$ cat src/rtl/reorder_buffer_pkg.sv
// Shared ROB/rename definitions: sizes, allocate-word field positions and
// the reset image of the committed RAT.
package rob_pkg;

  localparam int unsigned ROB_SIZE       = 64;
  localparam int unsigned ROB_ENTRY_SIZE = 192;
  localparam int unsigned RAT_SIZE       = 32;
  localparam int unsigned RAT_ENTRY_SIZE = 7;

  localparam int unsigned ROB_IDX_W = 6;
  localparam int unsigned ARC_W     = 5;
  localparam int unsigned PHY_W     = 6;

  localparam int unsigned ENT_WB_BIT  = 140;
  localparam int unsigned ENT_ARC_LSB = 106;
  localparam int unsigned ENT_PHY_LSB = 174;

  typedef logic [ROB_IDX_W-1:0]      rob_idx_t;
  typedef logic [ARC_W-1:0]          arc_t;
  typedef logic [PHY_W-1:0]          phy_t;
  typedef logic [RAT_ENTRY_SIZE-1:0] rat_entry_t;

  localparam rat_entry_t RAT_RST_R29 = 7'h7E;
  localparam rat_entry_t RAT_RST_R31 = 7'h7F;

  typedef struct packed {
    logic wb;
    arc_t arc;
    phy_t phy;
  } rob_payload_t;

  function automatic rat_entry_t rat_reset_value(input int unsigned idx);
    if (idx == 29) return RAT_RST_R29;
    if (idx == 31) return RAT_RST_R31;
    return '0;
  endfunction

endpackage

$ cat src/rtl/reorder_buffer_if.sv
// Rename/execute <-> ROB signal bundle; the ROB sits on the slave side.
interface reorder_buffer_if;
  import rob_pkg::*;

  logic                                   FREEZE;
  logic                                   do_write_2ROB;
  logic [ROB_ENTRY_SIZE-1:0]              ROB_entry;
  logic                                   do_complete;
  rob_idx_t                               complete_index;
  logic                                   complete_mispredict;
  logic                                   full_ROB;
  rob_idx_t                               ROB_head;
  rob_idx_t                               ROB_tail;
  rob_idx_t                               reg_counter;
  logic                                   do_reclaim;
  phy_t                                   reclaimed_reg;
  logic                                   flush_fCOM;
  logic                                   do_copy_RAT;
  rat_entry_t [RAT_SIZE-1:0]              old_RAT;

  modport master (
    output FREEZE, do_write_2ROB, ROB_entry, do_complete, complete_index,
           complete_mispredict,
    input  full_ROB, ROB_head, ROB_tail, reg_counter, do_reclaim,
           reclaimed_reg, flush_fCOM, do_copy_RAT, old_RAT
  );

  modport slave (
    input  FREEZE, do_write_2ROB, ROB_entry, do_complete, complete_index,
           complete_mispredict,
    output full_ROB, ROB_head, ROB_tail, reg_counter, do_reclaim,
           reclaimed_reg, flush_fCOM, do_copy_RAT, old_RAT
  );
endinterface

$ cat src/rtl/reorder_buffer_commit_rat.sv
// Committed (architectural) RAT: one write port, one combinational read port,
// whole array also exported for the rename-stage restore copy.
module commit_rat
  import rob_pkg::*;
#(
  parameter int unsigned DEPTH = RAT_SIZE
) (
  input  logic                   clk_i,
  input  logic                   rst_i,
  input  logic                   we_i,
  input  arc_t                   waddr_i,
  input  rat_entry_t             wdata_i,
  input  arc_t                   raddr_i,
  output rat_entry_t             rdata_o,
  output rat_entry_t [DEPTH-1:0] rat_o
);

  rat_entry_t [DEPTH-1:0] rat_q;

  always_ff @(posedge clk_i) begin
    if (rst_i) begin
      for (int unsigned i = 0; i < DEPTH; i++) begin
        rat_q[ARC_W'(i)] <= rat_reset_value(i);
      end
    end else if (we_i) begin
      rat_q[waddr_i] <= wdata_i;
    end
  end

  assign rdata_o = rat_q[raddr_i];
  assign rat_o   = rat_q;

endmodule

$ cat src/rtl/reorder_buffer.sv
// In-order retirement buffer: allocate at tail, out-of-order completion,
// single-entry commit at head with RAT update, reclaim and mispredict flush.
module reorder_buffer #(
  parameter int unsigned ROB_SIZE       = rob_pkg::ROB_SIZE,
  parameter int unsigned ROB_ENTRY_SIZE = rob_pkg::ROB_ENTRY_SIZE,
  parameter int unsigned RAT_SIZE       = rob_pkg::RAT_SIZE,
  parameter int unsigned RAT_ENTRY_SIZE = rob_pkg::RAT_ENTRY_SIZE
) (
  input logic             CLK,
  input logic             RESET,
  reorder_buffer_if.slave bus
);

  localparam int unsigned IDX_W = $clog2(ROB_SIZE);
  localparam int unsigned CNT_W = IDX_W + 1;

  typedef logic [IDX_W-1:0]          idx_t;
  typedef logic [CNT_W-1:0]          cnt_t;
  typedef logic [RAT_ENTRY_SIZE-1:0] rat_word_t;

  logic [ROB_SIZE-1:0] valid_q, done_q, misp_q, wb_q;
  rob_pkg::arc_t       arc_q [ROB_SIZE];
  rob_pkg::phy_t       phy_q [ROB_SIZE];

  idx_t          head_q, head_d, tail_q, tail_d;
  idx_t          reg_counter_q, reg_counter_d;
  cnt_t          count_q, count_d, wb_count_q, wb_count_d;
  logic          do_reclaim_q, do_reclaim_d;
  rob_pkg::phy_t reclaimed_q, reclaimed_d;
  logic          flush_q, flush_d;
  logic          copy_q, copy_d;

  logic [ROB_ENTRY_SIZE-1:0] alloc_word;
  logic                      unused_entry_parity;
  rob_pkg::rob_payload_t     alloc_pl;

  logic      full, alloc_en, cmp_en, commit_en, commit_wb, commit_flush;
  rat_word_t rat_rd, rat_wdata;

  assign alloc_word          = bus.ROB_entry;
  assign unused_entry_parity = ^alloc_word;
  assign alloc_pl.wb  = alloc_word[rob_pkg::ENT_WB_BIT];
  assign alloc_pl.arc = alloc_word[rob_pkg::ENT_ARC_LSB +: rob_pkg::ARC_W];
  assign alloc_pl.phy = alloc_word[rob_pkg::ENT_PHY_LSB +: rob_pkg::PHY_W];

  assign full         = (count_q == cnt_t'(ROB_SIZE));
  assign alloc_en     = bus.do_write_2ROB & ~full & ~bus.FREEZE & ~flush_q;
  assign cmp_en       = bus.do_complete & ~bus.FREEZE & valid_q[bus.complete_index];
  // done_q is registered, so an entry completed on this edge commits no earlier than the next
  assign commit_en    = valid_q[head_q] & done_q[head_q] & ~bus.FREEZE;
  assign commit_wb    = commit_en & wb_q[head_q];
  assign commit_flush = commit_en & misp_q[head_q];
  assign rat_wdata    = {1'b1, phy_q[head_q]};

  commit_rat #(
    .DEPTH (RAT_SIZE)
  ) u_commit_rat (
    .clk_i   (CLK),
    .rst_i   (RESET),
    .we_i    (commit_wb),
    .waddr_i (arc_q[head_q]),
    .wdata_i (rat_wdata),
    .raddr_i (arc_q[head_q]),
    .rdata_o (rat_rd),
    .rat_o   (bus.old_RAT)
  );

  always_comb begin
    head_d        = head_q + idx_t'(commit_en);
    tail_d        = tail_q + idx_t'(alloc_en);
    count_d       = count_q + cnt_t'(alloc_en) - cnt_t'(commit_en);
    wb_count_d    = wb_count_q + cnt_t'(alloc_en & alloc_pl.wb) - cnt_t'(commit_wb);
    reg_counter_d = reg_counter_q;
    if (commit_flush) begin
      tail_d        = head_q + idx_t'(1);
      count_d       = '0;
      wb_count_d    = '0;
      reg_counter_d = idx_t'(wb_count_q - cnt_t'(wb_q[head_q]));
    end
    do_reclaim_d = commit_wb & rat_rd[RAT_ENTRY_SIZE-1];
    reclaimed_d  = do_reclaim_d ? rat_rd[rob_pkg::PHY_W-1:0] : reclaimed_q;
    flush_d      = commit_flush;
    copy_d       = commit_flush;
  end

  always_ff @(posedge CLK) begin
    if (RESET) begin
      head_q        <= '0;
      tail_q        <= '0;
      count_q       <= '0;
      wb_count_q    <= '0;
      reg_counter_q <= '0;
      do_reclaim_q  <= 1'b0;
      reclaimed_q   <= '0;
      flush_q       <= 1'b0;
      copy_q        <= 1'b0;
    end else begin
      head_q        <= head_d;
      tail_q        <= tail_d;
      count_q       <= count_d;
      wb_count_q    <= wb_count_d;
      reg_counter_q <= reg_counter_d;
      do_reclaim_q  <= do_reclaim_d;
      reclaimed_q   <= reclaimed_d;
      flush_q       <= flush_d;
      copy_q        <= copy_d;
    end
  end

  // Later assignments win: commit clears override a same-cycle complete,
  // and a flush wipes everything including a same-cycle allocate.
  always_ff @(posedge CLK) begin
    if (RESET) begin
      valid_q <= '0;
      done_q  <= '0;
      misp_q  <= '0;
    end else begin
      if (alloc_en) begin
        valid_q[tail_q] <= 1'b1;
        done_q[tail_q]  <= 1'b0;
        misp_q[tail_q]  <= 1'b0;
      end
      if (cmp_en) begin
        done_q[bus.complete_index] <= 1'b1;
        misp_q[bus.complete_index] <= bus.complete_mispredict;
      end
      if (commit_en) begin
        valid_q[head_q] <= 1'b0;
        done_q[head_q]  <= 1'b0;
        misp_q[head_q]  <= 1'b0;
      end
      if (commit_flush) begin
        valid_q <= '0;
        done_q  <= '0;
        misp_q  <= '0;
      end
    end
  end

  always_ff @(posedge CLK) begin
    if (alloc_en) begin
      wb_q[tail_q]  <= alloc_pl.wb;
      arc_q[tail_q] <= alloc_pl.arc;
      phy_q[tail_q] <= alloc_pl.phy;
    end
  end

  assign bus.full_ROB      = full;
  assign bus.ROB_head      = head_q;
  assign bus.ROB_tail      = tail_q;
  assign bus.reg_counter   = reg_counter_q;
  assign bus.do_reclaim    = do_reclaim_q;
  assign bus.reclaimed_reg = reclaimed_q;
  assign bus.flush_fCOM    = flush_q;
  assign bus.do_copy_RAT   = copy_q;

endmodule
$ cat src/flat_wrapper.sv
// flat-port wrapper written by rule: the top's interface ports become plain ports
module reorder_buffer_flat 
#(
  parameter int unsigned ROB_SIZE       = rob_pkg::ROB_SIZE,
  parameter int unsigned ROB_ENTRY_SIZE = rob_pkg::ROB_ENTRY_SIZE,
  parameter int unsigned RAT_SIZE       = rob_pkg::RAT_SIZE,
  parameter int unsigned RAT_ENTRY_SIZE = rob_pkg::RAT_ENTRY_SIZE
)
  (CLK, RESET, bus_FREEZE, bus_do_write_2ROB, bus_ROB_entry, bus_do_complete, bus_complete_index, bus_complete_mispredict, bus_full_ROB, bus_ROB_head, bus_ROB_tail, bus_reg_counter, bus_do_reclaim, bus_reclaimed_reg, bus_flush_fCOM, bus_do_copy_RAT, bus_old_RAT);
  reorder_buffer_if bus_i ();
  input logic CLK;
  input logic RESET;
  input wire logic [$bits(bus_i.FREEZE)-1:0] bus_FREEZE;
  input wire logic [$bits(bus_i.do_write_2ROB)-1:0] bus_do_write_2ROB;
  input wire logic [$bits(bus_i.ROB_entry)-1:0] bus_ROB_entry;
  input wire logic [$bits(bus_i.do_complete)-1:0] bus_do_complete;
  input wire logic [$bits(bus_i.complete_index)-1:0] bus_complete_index;
  input wire logic [$bits(bus_i.complete_mispredict)-1:0] bus_complete_mispredict;
  output wire logic [$bits(bus_i.full_ROB)-1:0] bus_full_ROB;
  output wire logic [$bits(bus_i.ROB_head)-1:0] bus_ROB_head;
  output wire logic [$bits(bus_i.ROB_tail)-1:0] bus_ROB_tail;
  output wire logic [$bits(bus_i.reg_counter)-1:0] bus_reg_counter;
  output wire logic [$bits(bus_i.do_reclaim)-1:0] bus_do_reclaim;
  output wire logic [$bits(bus_i.reclaimed_reg)-1:0] bus_reclaimed_reg;
  output wire logic [$bits(bus_i.flush_fCOM)-1:0] bus_flush_fCOM;
  output wire logic [$bits(bus_i.do_copy_RAT)-1:0] bus_do_copy_RAT;
  output wire logic [$bits(bus_i.old_RAT)-1:0] bus_old_RAT;
  assign bus_i.FREEZE = bus_FREEZE;
  assign bus_i.do_write_2ROB = bus_do_write_2ROB;
  assign bus_i.ROB_entry = bus_ROB_entry;
  assign bus_i.do_complete = bus_do_complete;
  assign bus_i.complete_index = bus_complete_index;
  assign bus_i.complete_mispredict = bus_complete_mispredict;
  assign bus_full_ROB = bus_i.full_ROB;
  assign bus_ROB_head = bus_i.ROB_head;
  assign bus_ROB_tail = bus_i.ROB_tail;
  assign bus_reg_counter = bus_i.reg_counter;
  assign bus_do_reclaim = bus_i.do_reclaim;
  assign bus_reclaimed_reg = bus_i.reclaimed_reg;
  assign bus_flush_fCOM = bus_i.flush_fCOM;
  assign bus_do_copy_RAT = bus_i.do_copy_RAT;
  assign bus_old_RAT = bus_i.old_RAT;
  reorder_buffer #(.ROB_SIZE(ROB_SIZE), .ROB_ENTRY_SIZE(ROB_ENTRY_SIZE), .RAT_SIZE(RAT_SIZE), .RAT_ENTRY_SIZE(RAT_ENTRY_SIZE)) u_core (.CLK(CLK), .RESET(RESET), .bus(bus_i));
endmodule
$ cat config.mk
export PLATFORM = sky130hd
export DESIGN_NAME = reorder_buffer_flat
export DESIGN_NICKNAME = d
export VERILOG_FILES = /design/src/rtl/reorder_buffer_pkg.sv /design/src/rtl/reorder_buffer_if.sv /design/src/rtl/reorder_buffer_commit_rat.sv /design/src/rtl/reorder_buffer.sv /design/src/flat_wrapper.sv
export SDC_FILE = /design/constraint.sdc
export NUM_CORES = 2
export LEC_CHECK = 0
export CAP_MARGIN = 30
export CORE_MARGIN = 1
export CORE_UTILIZATION = 55
export DETAILED_ROUTE_END_ITERATION = 10
export PLACE_DENSITY = 0.78
export SKIP_LAST_GASP = 1
export SLEW_MARGIN = 30
export SYNTH_ARGS = -nofsm -noshare
export SYNTH_HDL_FRONTEND = slang
export SYNTH_SLANG_ARGS = --single-unit
$ cat constraint.sdc
create_clock -name CLK -period 9.6 [get_ports CLK]
set_clock_uncertainty 0.05 [all_clocks]
set_input_delay 0.96 -clock CLK [delete_from_list [all_inputs] [get_ports CLK]]
set_output_delay 0.96 -clock CLK [all_outputs]
set_load 0.03 [all_outputs]
* Word level (Yosys, flattened, before mapping)
Memories as Yosys holds them, arrays and structs flattened. A register that Yosys moved wholly into a read port is not among the register bits.
Cells that the tools add are included.
** Operators by class
- Add/subtract/negate cells :: 8
- Multiply operators :: 0
- Divide/modulo/power cells :: 0
- Magnitude comparators :: 8
- Equality and inequality tests :: 1
- Shift-type cells :: 0
- Muxes and demuxes :: 46
- Bitwise gates (word level) :: 23
- Reduce and logical (&&, ||, !) cells :: 6
** Operators by type and width (number)
- $mux 64 :: 13
- $mux 224 :: 2
- $and 64x64->64 :: 5
- $bwmux 224 :: 1
- $bwmux 64 :: 2
- $not 64->64 :: 2
- $or 64x64->64 :: 2
- $bmux 7 s5 :: 1
- $demux 7 s5 :: 1
- $bmux 1 s6 :: 5
- $mux 7 :: 4
- $lt 6x7->1 const B :: 3
- $demux 1 s6 :: 3
- $ge 6x1->1 const B :: 3
- $mux 6 :: 3
- $add 7x1->7 :: 2
- $sub 7x1->7 :: 2
- $add 6x1->6 :: 2
- $and 1x1->1 :: 11
- $mux 1 :: 11
- $eq 7x7->1 const B :: 1
- $add 6x1->6 const B :: 1
- $lt 5x6->1 const B :: 1
- $sub 6x1->6 :: 1
- 5 further kinds :: 10
** Word-level totals
- Bits in registers :: 520
- Bits in latches :: 0
- Bits in writable memories :: 704
- Bits in read-only memories :: 0
- Input bits :: 204
- Output and inout bits :: 252
- Memories kept :: 2
** Memories
- u_core.phy_q :: words 64, bits a word 6, read ports 1, clocked after Yosys merged registers in 1, write ports 1, RTL line reorder_buffer.sv:23 : rob_pkg::phy_t phy_q [ROB_SIZE];
- u_core.arc_q :: words 64, bits a word 5, read ports 1, clocked after Yosys merged registers in 1, write ports 1, RTL line reorder_buffer.sv:22 : rob_pkg::arc_t arc_q [ROB_SIZE];

* Longest topological paths before layout
- Depth after elaboration :: 13
- Mapped depth :: 24
- Gate-level depth less buffers :: 20

* Modules after synthesis
Synthesis repeated with hierarchy kept, for this count alone.
** Unflattened totals
- Cells, all modules :: 4177
- Area total of the unflattened synthesis :: 52575.4 um^2
** By module, submodules not included
- reorder_buffer :: times used 1, cells an instance 3052, area each 42421.9 um^2, sequential area each 27686.6 um^2
- commit_rat :: times used 1, cells an instance 1125, area each 10153.5 um^2, sequential area each 4624.4 um^2

* Worst setup path after synthesis
Ideal clock, no wire load.
- Path type :: reg2reg
- Start :: register u_core.head_q[1], in the netlist u_core.bus.ROB_head[1]
- End :: register u_core.count_q[6]
- Arrival :: 4.048 ns
- Data required time :: 9.422 ns
- Setup slack :: 5.374 ns
- Cell stages (with the launch flop) :: 22
- Path buffers :: 2
- Cells stage by stage :: dfxtp_1 > buf_4 > mux4_2 > a221o_1 > a22oi_1 > nand3_1 > nand3b_1 > clkbuf_1 > inv_1 > ha_1 > inv_1 > ha_1 > inv_1 > fa_1 > inv_1 > a21oi_1 > o21bai_1 > a21oi_1 > nor2_1 > nor2_1 > xnor2_1 > nor2_1
** Between the ends
- Word-level cells in the longest chain between the ends :: 6
- Elaborated cells on any way between the ends :: 11
- Those cells by class :: add/sub (1); mux (6); bitwise (3); reduce/logical (1)
** RTL lines
- start: declaration :: RTL line reorder_buffer.sv:25 : idx_t head_q, head_d, tail_q, tail_d;
- start signal: assignment :: RTL line reorder_buffer.sv:88 : head_q <= '0;
- start signal: assignment :: RTL line reorder_buffer.sv:98 : head_q <= head_d;
- branches (longest 6 deep; another with $sub 7x1->7)
- end signal: assignment :: RTL line reorder_buffer.sv:100 : count_q <= count_d;
- end: declaration :: RTL line reorder_buffer.sv:27 : cnt_t count_q, count_d, wb_count_q, wb_count_d;
Parallel ways; which one is timed is not known. The select of a mux whose other input is x is not followed.
A chain may end at the register's enable or synchronous reset.

* Final worst setup path
- Start :: register u_core.head_q[2], in the netlist u_core.bus.ROB_head[2]
- End :: register u_core.done_q[27]
** Between the ends
- Word-level cells in the longest chain between the ends :: 7
- Elaborated cells on any way between the ends :: 18
- Those cells by class :: order compare (2); mux (9); bitwise (5); reduce/logical (2)
** RTL lines
- $lt 6x7->1 (not written as such) or $ge 6x1->1 (tied branches) :: RTL line reorder_buffer.sv:129 : done_q[head_q] <= 1'b0;
- $logic_and 1x1->1 (not written as such) :: RTL line reorder_buffer.sv:129
- $mux 1 (not written as such) :: RTL line reorder_buffer.sv:129
- $demux 1 s6
- $not 64->64 (no line)
- $and 64x64->64 (no line)
- $mux 64 :: RTL line reorder_buffer.sv:127 : if (commit_en) begin
- end signal: indexed assignment :: RTL line reorder_buffer.sv:124 : done_q[bus.complete_index] <= 1'b1;
- end signal: indexed assignment :: RTL line reorder_buffer.sv:129
- end signal: assignment :: RTL line reorder_buffer.sv:134 : done_q <= '0;
- end: declaration :: RTL line reorder_buffer.sv:21 : logic [ROB_SIZE-1:0] valid_q, done_q, misp_q, wb_q;
Parallel ways exist; a longest one is shown, timed or not. The select of a mux whose other input is x is not followed.

==> impl_metrics.xml <==
<?xml version="1.0" encoding="UTF-8"?>
<metrics>
  <group name="placement">
    <metric name="preCtsSetupSlack" unit="ns">3.46</metric>
    <metric name="detailedPlacementHpwl" unit="mm">105</metric>
    <metric name="gp_congestion" unit="">0.969</metric>
    <metric name="portBuffers" unit="">275</metric>
    <metric name="placed_cells_incl_taps" unit="">5449</metric>
  </group>
  <group name="routing">
    <metric name="drt_drc_violations_left" unit="">0</metric>
    <metric name="drt_wl_total" unit="mm">168</metric>
    <metric name="detailroute.via_count" unit="">38712</metric>
    <metric name="first_iter_violations" unit="">6095</metric>
    <metric name="route.antenna.remaining_nets" unit="">0</metric>
    <metric name="drt-pass1-iter-count" unit="">9</metric>
    <metric name="wire_per_inst" unit="um">29.7</metric>
    <metric name="via_per_inst" unit="">6.82</metric>
  </group>
  <group name="synth">
    <metric name="synth_area" unit="sq um">51600</metric>
    <metric name="yosysTopAreaCell" unit="">sky130_fd_sc_hd__edfxtp_1</metric>
    <metric name="yosys_register_bits" unit="">1223</metric>
    <metric name="synth-edff-count" unit="">782</metric>
    <metric name="synthTopCellsByArea" unit="">sky130_fd_sc_hd__edfxtp_1, sky130_fd_sc_hd__dfxtp_1, sky130_fd_sc_hd__mux2i_1, sky130_fd_sc_hd__mux4_2, sky130_fd_sc_hd__nor2_1</metric>
    <metric name="yosysWarningCount" unit="">0</metric>
    <metric name="synthesis.area_per_instance" unit="sq um">12.4</metric>
    <metric name="async_flop_share" unit="%">0</metric>
    <metric name="number_of_library_cell_types_mapped_by_synthesis" unit="">85</metric>
    <metric name="synth_flop_cell" unit="">sky130_fd_sc_hd__edfxtp_1</metric>
    <metric name="synth-seq-area-share" unit="%">62.6</metric>
    <metric name="post_synth_inst_count" unit="">4179</metric>
    <metric name="synth_top_cell_area_share" unit="%">45.5</metric>
    <metric name="synthesis.nets" unit="">4411</metric>
  </group>
  <group name="critical_path">
    <metric name="crit_top_cell" unit="">sky130_fd_sc_hd__buf_4</metric>
    <metric name="critical_path_required" unit="ns">10.08</metric>
    <metric name="startpoint_types" unit="">flop</metric>
    <metric name="arrival" unit="ns">7.01</metric>
    <metric name="critPathMaxFanout" unit="">129</metric>
    <metric name="crit_path_end_kind" unit="">flop</metric>
    <metric name="timing.critical_path.cells" unit="">buf_4 &gt; nor3b_4 &gt; buf_4 &gt; a221o_1 &gt; a21oi_1 &gt; o211ai_1 &gt; nand3b_1 &gt; nor4_4 &gt; buf_4 &gt; or2_4 &gt; buf_12 &gt; a211oi_1</metric>
    <metric name="critical_path.top_delay_family" unit="">simple AND/OR/NAND/NOR gates</metric>
    <metric name="cp_slowest_cell" unit="">sky130_fd_sc_hd__dfxtp_4</metric>
    <metric name="worst-setup-path-type" unit="">flop to flop</metric>
    <metric name="worst-path-buf-inv" unit="">4</metric>
    <metric name="timing.critical_path.slowest_cell_delay" unit="ns">0.88</metric>
  </group>
  <group name="worst_hold_path">
    <metric name="min_path_type" unit="">flop to flop</metric>
  </group>
  <group name="final_layout">
    <metric name="most-common-layout-cells" unit="">sky130_fd_sc_hd__edfxtp_1, sky130_fd_sc_hd__dfxtp_1, sky130_fd_sc_hd__nor2_1</metric>
    <metric name="nNetsFinal" unit="">4561</metric>
    <metric name="largest_register_ff_count" unit="">384</metric>
    <metric name="fillerInstances" unit="">6691</metric>
    <metric name="layout.cells.most_common" unit="">sky130_fd_sc_hd__edfxtp_1</metric>
    <metric name="area_growth" unit="%">14.5</metric>
    <metric name="largest_register" unit="">u_core.phy_q</metric>
    <metric name="final-instance-count-excl-fill" unit="">5676</metric>
    <metric name="drive_gt1_share" unit="%">10.6</metric>
  </group>
  <group name="cts">
    <metric name="cts.htree.levels" unit="">3</metric>
    <metric name="clock_insertion_delay_at_the_later_pin_of_the_skew_report" unit="ns">0.70</metric>
    <metric name="clock-root-buffer" unit="">sky130_fd_sc_hd__clkbuf_16</metric>
    <metric name="clk_pin_slew_worst_paths" unit="ns">0.07</metric>
    <metric name="cts_tree" unit="">done</metric>
    <metric name="cts_resized" unit="">0</metric>
    <metric name="cts_buffer_count" unit="">119</metric>
    <metric name="hold_buf_count_cts" unit="">0</metric>
    <metric name="postCtsSetupRepairBufs" unit="">0</metric>
    <metric name="clkSinkCount" unit="">1223</metric>
    <metric name="clockBufferDepth" unit="">3</metric>
  </group>
  <group name="global_route">
    <metric name="wire_length_of_the_first_global_routing_pass" unit="mm">242</metric>
    <metric name="grt_max_degree" unit="">130</metric>
    <metric name="globalRouteOverflowTotal" unit="">0</metric>
    <metric name="grtUsageTotal" unit="%">34.7</metric>
    <metric name="grt_antenna_before_repair" unit="">5</metric>
    <metric name="vias_in_the_first_global_route" unit="">36015</metric>
  </group>
  <group name="timing">
    <metric name="worstMarginPinSlew" unit="ns">1.12</metric>
    <metric name="slew-limit-headroom" unit="%">25.1</metric>
    <metric name="hold_viol" unit="">0</metric>
    <metric name="setup_viol_count_final" unit="">0</metric>
    <metric name="timing.setup.tns" unit="ns">0</metric>
    <metric name="pins_over_slew_limit" unit="">0</metric>
    <metric name="rsz_0062_raised_after_global_routing" unit="">false</metric>
    <metric name="timing.final.ws_setup" unit="ns">3.07</metric>
    <metric name="final.min_clock_period" unit="ns">6.53</metric>
    <metric name="f_max" unit="GHz">0.153</metric>
    <metric name="min_period_over_period" unit="%">68.0</metric>
  </group>
  <group name="power_and_ir_drop">
    <metric name="power.switching" unit="uW">2430</metric>
    <metric name="power_density" unit="nW/um^2">183</metric>
    <metric name="p_comb_share" unit="%">4.7</metric>
    <metric name="pwr-share-seq" unit="%">52.2</metric>
    <metric name="power.share.clock" unit="%">43.1</metric>
    <metric name="power_switching_share" unit="%">22.5</metric>
    <metric name="leakage" unit="uW">0.0189</metric>
    <metric name="irDropWorstVdd" unit="mV">0.162</metric>
    <metric name="cell_internal_pwr" unit="uW">8370</metric>
  </group>
  <group name="floorplanning">
    <metric name="die_width" unit="um">308</metric>
    <metric name="floorplan.die.height" unit="um">308</metric>
    <metric name="core.rowCount" unit="">111</metric>
    <metric name="core_area" unit="sq um">92400</metric>
    <metric name="floorplan.io_pins" unit="">456</metric>
    <metric name="die_area" unit="sq um">95100</metric>
    <metric name="initial_core_utilization" unit="%">55.9</metric>
  </group>
  <group name="outcome">
    <metric name="run_status" unit="">complete, no violations</metric>
  </group>
  <group name="run">
    <metric name="drv_cap" unit="">0</metric>
  </group>
</metrics>
-- final cells by class --
class / count / area, sq um / area share (%)
Sequential cell: 1223 / 32300 / 54.7
Multi-Input combinational cell: 2523 / 17600 / 29.7
Timing Repair Buffer: 358 / 3390 / 5.73
Clock buffer: 155 / 3200 / 5.41
Tap cell: 1243 / 1560 / 2.63
Clock inverter: 69 / 649 / 1.10
Inverter: 104 / 390 / 0.661
Antenna cell: 1 / 2.50 / 0.00424
-- power by group through the flow --
| stage | sequential (uW) | clock (uW) | combinational (uW) |
|---|---|---|---|
| 2_1_floorplan | 5750 | 0 | 296 |
| 3_3_place_gp | 5750 | 0 | 480 |
| 3_5_place_dp | 5750 | 0 | 488 |
| 4_1_cts | 5630 | 4650 | 492 |
| 5_1_grt | 5630 | 4840 | 538 |
| 6_report | 5630 | 4660 | 508 |
-- metrics by stage --
step | total power [uW] | hold WS [ns] | cell area, sq um | util, %
after floorplan | 6050 | 0.426 | 51600 | -
after global placement | 6230 | 0.412 | 55100 | 59.7
after detailed placement | 6240 | 0.416 | 55200 | 59.7
after CTS | 10800 | 0.428 | 59000 | 63.9
after global routing | 11000 | 0.445 | 59100 | 64.0
final | 10800 | 0.428 | 59100 | 64.0
-- path summary, 6_finish.rpt --
check / start / end / slack [ns] / depth (start not counted)
max: u_core.bus.ROB_head[2] / u_core.done_q[27] / 3.07 / 12
min reg2reg: u_core.bus.reclaimed_reg[0] / u_core.bus.reclaimed_reg[0] / 0.43 / 2
max reg2reg: u_core.bus.ROB_head[2] / u_core.done_q[27] / 3.07 / 12
min: u_core.bus.reclaimed_reg[0] / u_core.bus.reclaimed_reg[0] / 0.43 / 2
-- tightest hold or removal path, delay by kind of cell, from the launching register on --
family / cells / cell delay [ns]
flops: 1 / 0.31
mux: 1 / 0.06
simple gates: 1 / 0.06
-- kinds of logic after synthesis --
logic type	share of synthesized area (%)
AO/OA/AOI/OAI	14.2
adder cells (fa/ha/maj)	0.708
XOR/XNOR	0.407
multiplexers	8.15
flip-flops	62.6
buffers and inverters	3.70
AND/OR/NAND/NOR	10.2
-- Yosys cell counts (all sizes together), types with 83 or more instances --
master  number
o21ai       88
dfxtp      441
a211oi     199
mux2i      230
nand3      137
buf        129
a221oi      83
a22oi      153
a21oi      194
inv        104
clkbuf     200
nor2       437
nand2      324
edfxtp     782
-- per-layer routing --
layer  GRT usage [%]  vias to the layer above  part of all wire, %
met5               0                        -                0.047
met4            19.6                       12                  6.3
met3            9.41                      625                   13
met2            53.8                     3012                   45
met1            44.1                    18836                   35
li1                -                    16227                    -
No activity file was read; power rests on OpenSTA's default activity.
